===== config.mk =====
export PLATFORM = sky130hd
export DESIGN_NAME = irrigation_timer
export DESIGN_NICKNAME = d
export VERILOG_FILES = /design/src/rtl/irrigation_timer.sv
export SDC_FILE = /design/constraint.sdc
export NUM_CORES = 1
export LEC_CHECK = 0
export ABC_AREA = 1
export CORE_UTILIZATION = 40
export DETAILED_ROUTE_END_ITERATION = 6
export PLACE_DENSITY = 0.62
export SLEW_MARGIN = 20
export SYNTH_ARGS = -nofsm -noshare
export SYNTH_HDL_FRONTEND = slang
export SYNTH_SLANG_ARGS = --single-unit
export TNS_END_PERCENT = 50

===== constraint.sdc =====
create_clock -name clock -period 1.98 [get_ports clock]
set_clock_uncertainty 0.05 [all_clocks]
set_input_delay 0.396 -clock clock [delete_from_list [all_inputs] [get_ports clock]]
set_output_delay 0.396 -clock clock [all_outputs]
set_load 0.05 [all_outputs]

===== src/rtl/irrigation_timer.sv =====
// Per-state duration timer for the irrigation FSM: reloads on state change,
// counts down on ticks and emits a one-cycle time_over pulse when a duration elapses.
module irrigation_timer #(
    parameter int unsigned WIDTH = 8,
    parameter int unsigned T_E   = 10,
    parameter int unsigned T_A   = 20,
    parameter int unsigned T_G   = 30,
    parameter int unsigned T_L   = 15
) (
    input  logic             clock,
    input  logic             reset,
    input  logic [1:0]       state,
    input  logic             tick,
    output logic             time_over,
    output logic [WIDTH-1:0] remaining
);

    localparam logic [WIDTH-1:0] LOAD_E = WIDTH'(T_E - 32'd1);
    localparam logic [WIDTH-1:0] LOAD_A = WIDTH'(T_A - 32'd1);
    localparam logic [WIDTH-1:0] LOAD_G = WIDTH'(T_G - 32'd1);
    localparam logic [WIDTH-1:0] LOAD_L = WIDTH'(T_L - 32'd1);

    logic [1:0]       prev_state_q, prev_state_d;
    logic [WIDTH-1:0] count_q, count_d;
    logic             time_over_q, time_over_d;
    logic [WIDTH-1:0] load_c;

    // Reload value for the state currently presented by the main FSM
    always_comb begin
        load_c = LOAD_E;
        unique case (state)
            2'b00:   load_c = LOAD_E;
            2'b01:   load_c = LOAD_A;
            2'b10:   load_c = LOAD_G;
            default: load_c = LOAD_L;
        endcase
    end

    // Priority: state change, pulse end, tick, hold
    always_comb begin
        prev_state_d = prev_state_q;
        count_d      = count_q;
        time_over_d  = time_over_q;
        if (state != prev_state_q) begin
            prev_state_d = state;
            count_d      = load_c;
            time_over_d  = 1'b0;
        end else if (time_over_q) begin
            time_over_d  = 1'b0;
        end else if (tick) begin
            if (count_q == '0) begin
                time_over_d = 1'b1;
                count_d     = load_c;
            end else begin
                count_d     = count_q - WIDTH'(1);
            end
        end
    end

    always_ff @(posedge clock or posedge reset) begin
        if (reset) begin
            prev_state_q <= 2'b00;
            count_q      <= LOAD_E;
            time_over_q  <= 1'b0;
        end else begin
            prev_state_q <= prev_state_d;
            count_q      <= count_d;
            time_over_q  <= time_over_d;
        end
    end

    assign remaining = count_q;
    assign time_over = time_over_q;

endmodule


==> results of run 1 <==
routing by layer:
metal / vias to the layer above / wire [microns] / global-route usage [%]
met4: 0 / 13 / 9.09
met2: 10 / 740 / 27.7
li1: 350 / - / -
met1: 299 / 789 / 23.6
met3: 2 / 26 / 2.38
met5: - / 0 / 0
area by class of cell:
type	count	area [sq um]	area share, %
clock buffers	4	26.3	2.89
inverters	18	67.6	7.43
multi-input cells	71	389	42.8
flip-flops and latches	11	278	30.5
well taps	25	31.3	3.44
repair buffers	14	118	12.9
final timing paths:
kind	from	endpoint	slack (ps)	cells after the start
max	time_over$_DFF_PP0_	time_over	130	1
min reg2reg	remaining[3]$_DFFE_PP1P_	remaining[3]$_DFFE_PP1P_	470	2
max reg2reg	remaining[0]$_DFFE_PP1P_	remaining[6]$_DFFE_PP0P_	210	9
min in group clock	remaining[3]$_DFFE_PP1P_	remaining[3]$_DFFE_PP1P_	470	2
min	reset	remaining[1]$_DFFE_PP0P_	380	2
max in group asynchronous	reset	remaining[3]$_DFFE_PP1P_	1160	2
cell usage in the layout (no fill, tap or decap), drive strengths merged:
cell type and n:
o21ai 1, buf 9, dfstp 2, nand3 18
nand2 32, ha 5, xnor2 1, nor3 1
clkbuf 4, nor4 1, clkdlybuf4s50 5, dfrtp 9
a21oi 3, inv 18, nor2 9
power breakdown:
group	total, mW	switching [mW]	internal (mW)	leakage (nW)
logic	0.285	0.192	0.0931	0.338
registers	0.287	0.0307	0.256	0.135
clock network	0.153	0.0752	0.0779	0.0150
total	0.725	0.298	0.427	0.488
flip-flops by register name, indices dropped and copies added (netlist names):
register,flops
remaining,8
time_over,1
prev_state_q,2
through the flow:
stage,std cells,util (%),setup WS [ps],hold slack (ps)
after floorplan,103,-,209,197
after global placement,139,50.6,102,445
after detailed placement,139,50.6,51.6,461
after CTS,143,52.1,118,394
after global routing,143,52.1,62.7,429
final,143,52.1,133,381
cell families after synthesis:
family          count (synthesis)  share of synthesized area (%)
compound gates                  4                           4.15
xor+xnor                        1                           1.16
fa+ha+maj                       5                           8.31
buf+inv                        21                           11.5
flops                          11                           36.9
simple gates                   61                           38.0
==> flow_summary.toml, run 1 <==
[run_status]
outcome = "complete, no violations"

[logic_synthesis]
ys_ff_latch = 11
yosys-top-cells-count = "28 x nand2_1, 18 x nand3_1, 15 x inv_1"
yosysWarnings = 0
synth_cell_types = 18
syn_area_sq_um = 753
synth-edff-count = 0
async_flop_share_pct = 100
synth_top_area_share_pct = 29.9
synth_ff_type = "dfrtp_1"
syn_area_per_cell_sq_um = 7.31
synth.top_cells.by_area = "dfrtp_1 30%, nand2_1 14%, nand3_1 12%"
synthesis.nets = 113
synthCells = 103
yosysMostFrequentCell = "nand2_1"
yosysTopAreaCell = "dfrtp_1"
yosysSeqAreaShare_pct = 36.9

[sta]
slew_headroom_pct = 67.2
worst_pin_slew_ps = 490
fin_crit_ps = 1850
maxSlewViolCount = 0
fin_tns_setup_ps = 0
rsz0062_at_grt = "no"
max_freq_mhz = 542
fin_crit_sh_pct = 93.3
final-setup-viol-count = 0
finalHoldViolations = 0

[pwr]
peakVddDrop_mv = 0.393
p_total_mw = 0.725
leakagePower_nw = 0.488
power_density_nw_per_um2 = 797

[worst_setup_path]
critPathKind = "reg -> out"
start_kind = "flip-flop"
cp.buffers_inverters = 1
worstSetupEndpointType = "primary output"
slowest_delay_ps = 800
cp_top_family = "buffers and inverters"
crit_arrival_ps = 1400
worstPathMaxFanout = 2
required_ps = 1530
crit_slowest_cell = "clkdlybuf4s50_1"
critical_path.cell_chain = "clkdlybuf4s50_1"

[floorplan]
initial_core_util_pct = 43.2
core_area_sq_um = 1750
die_area_sq_um = 2060
die_w_microns = 45.4
io-pin-count = 14
rows = 15
die_h_microns = 45.4

[route]
drc = 0
wl_per_cell_microns = 11.0
drt_iter0_drc = 11
antenna_left = 0
drt-pass1-iter-count = 4
vias_per_cell = 4.62
wirelength_microns = 1570
dr_total_vias = 661

[clocking]
cts_sinks = 11
clkSlewWorstSetupHoldPaths_ps = 70
root_buffer = "clkbuf_4"
numCtsBuffers = 3
post_cts_buffers = 0
worstSkewPairLatency_ps = 260
cts_resized = 0
cts.path.max_buffers = 2
cts_tree = "built"
cts_hold_buf = 0
htree_levels = 1

[global_route]
grt_first_pass_wirelength_microns = 2620
grt_usage_pct = 17.7
grt_antenna_before_repair = 0
grt_remaining_overflow = 0
grt_max_degree = 16
grt_pass1_vias = 620

[flow_run]
max_cap_viol_count = 0

[place]
portBuffers = 13
globalplace.congestion = 0.772
dp_hpwl_microns = 1240
place_area_sq_um = 883

[worst_hold_path]
hp-class = "in -> async"

[final_layout]
fillerInstances = 185
final_layout_size_suffix_gt1_share_pct = 21.2
fin_area_sq_um = 910
area_delta_synth_final_pct = 20.8
diodes = 0
nets = 129
(Power assumes the default switching activity.)
==> inputs of run 2 (changes only) <==
- CORE_MARGIN: not set -> 2
==> run 2 against run 1 <==
Sequential cell count did not move. Die area rose by 9.0%. Via count rose by 0.45%. Highest routed layer unchanged. Register-to-register slack barely moved. Design area rose by 0.14%. Sequential share of layout area barely moved. Total power rose by 0.96%. Largest cell class unchanged. Worst hold slack got worse by 11 ps.
==> flow_summary.toml, run 2 (synthesis results as in run 1) <==
[pwr]
p_sw_mw = 0.308
combPwrFrac_pct = 38.6
peakVddDrop_mv = 0.409
power_density_nw_per_um2 = 803
power_frac_clock_pct = 22.1
sw_frac_of_total_pct = 42.1
intPower_mw = 0.423
leakagePower_nw = 0.491
seq_power_share_pct = 39.3

[sta]
rsz0062_at_grt = "no"
final-setup-viol-count = 0
max_freq_mhz = 535
worst_pin_slew_ps = 493
fin_crit_sh_pct = 94.4
fin_tns_setup_ps = 0
setup_ws_ps = 111
finalHoldViolations = 0
fin_crit_ps = 1870
maxSlewViolCount = 0
slew_headroom_pct = 67.0

[worst_setup_path]
reg2reg_to = "remaining[5]$_DFFE_PP0P_"
slowest_delay_ps = 800
critPathKind = "reg -> out"
worstSetupEndpointType = "primary output"
crit_slowest_cell = "clkdlybuf4s50_1"
critical_path.cell_chain = "clkdlybuf4s50_1"
crit-reg2reg-launch = "remaining[0]$_DFFE_PP1P_"
reg2reg_slack_ps = 220
start_kind = "flip-flop"
cp_top_family = "buffers and inverters"
required_ps = 1530
cp.buffers_inverters = 1
crit_arrival_ps = 1420
r2r_cells = 9
worstPathMaxFanout = 2

[clocking]
clkSlewWorstSetupHoldPaths_ps = 80
cts_tree = "built"
cts.path.max_buffers = 2
htree_levels = 1
worstSkewPairLatency_ps = 270
post_cts_buffers = 0
cts_sinks = 11
numCtsBuffers = 3
cts_resized = 0
root_buffer = "clkbuf_4"
cts_hold_buf = 0

[floorplan]
io-pin-count = 14
rows = 15
initial_core_util_pct = 43.2
die_h_microns = 47.4
die_area_sq_um = 2250
core_area_sq_um = 1750
die_w_microns = 47.4

[final_layout]
mostFrequentLayoutCell = "nand2_1"
largest_reg_flops = 8
nets = 129
area_delta_synth_final_pct = 20.9
layout_common_cells = "28 x nand2_1, 18 x nand3_1, 15 x inv_1"
fillerInstances = 190
finalNonFillerCells = 143
diodes = 0
fin_area_sq_um = 911
final_layout_size_suffix_gt1_share_pct = 22.0
final_util_pct = 52.2

[global_route]
grt_pass1_vias = 595
grt_first_pass_wirelength_microns = 2530
grt_antenna_before_repair = 0
grt_remaining_overflow = 0
grt_usage_pct = 16.8
grt_max_degree = 16

[flow_run]
max_cap_viol_count = 0

[place]
dp.cells = 139
dp_hpwl_microns = 1220
globalplace.congestion = 0.800
portBuffers = 13
preCtsSetupSlack_ps = 39.0
place_area_sq_um = 883

[route]
antenna_left = 0
vias_per_cell = 4.64
drt_iter0_drc = 10
dr_total_vias = 664
wirelength_microns = 1560
wl_per_cell_microns = 10.9
drt-pass1-iter-count = 4
drc = 0

[run_status]
outcome = "complete, no violations"

[worst_hold_path]
hp-class = "in -> async"
==> run 2: cell types whose count changed in the layout (fill, tap and decap cells not counted) <==
cell	change
clkbuf_1	-1
clkinv_2	+1
==> run 2: layer usage <==
metal  global-route usage (%)  up-vias  part of all wire [%]
met5                        0        -                     0
met4                     8.33        0                   1.5
met3                     3.46        4                   3.7
met2                     25.9       18                    47
met1                     22.1      295                    48
li1                         -      347                     -
==> run 2: worst max-delay path by stage <==
stage                                   from  cells past startpoint  slack, ps                        to
CTS                      time_over$_DFF_PP0_                      1        100                 time_over
floorplan           remaining[0]$_DFFE_PP1P_                      9        210  remaining[6]$_DFFE_PP0P_
global placement                    state[0]                      9        100  remaining[5]$_DFFE_PP0P_
global route             time_over$_DFF_PP0_                      1         50                 time_over
finish                   time_over$_DFF_PP0_                      1        110                 time_over
detailed placement                  state[1]                      9         40  remaining[5]$_DFFE_PP0P_
==> run 2: final cells by class <==
type | instances | area, sq um | share of cell area [%]
Timing Repair Buffer | 14 | 118 | 12.9
Clock buffer | 3 | 22.5 | 2.47
Multi-Input combinational cell | 71 | 389 | 42.7
Sequential cell | 11 | 278 | 30.5
Inverter | 18 | 67.6 | 7.42
Tap cell | 25 | 31.3 | 3.43
Clock inverter | 1 | 5.00 | 0.549
==> run 2: power by group through the flow <==
stage	registers (mW)	logic [mW]	clock network (mW)
after floorplan	0.368	0.129	0
after global placement	0.290	0.282	0
after detailed placement	0.291	0.283	0
after CTS	0.287	0.285	0.160
after global routing	0.291	0.311	0.174
final	0.287	0.283	0.161
==> run 2: metrics by stage <==
stage                     power (mW)  hold slack [ps]
after floorplan                0.497              197
after global placement         0.572              445
after detailed placement       0.574              450
after CTS                      0.731              382
after global routing           0.777              436
final                          0.732              370
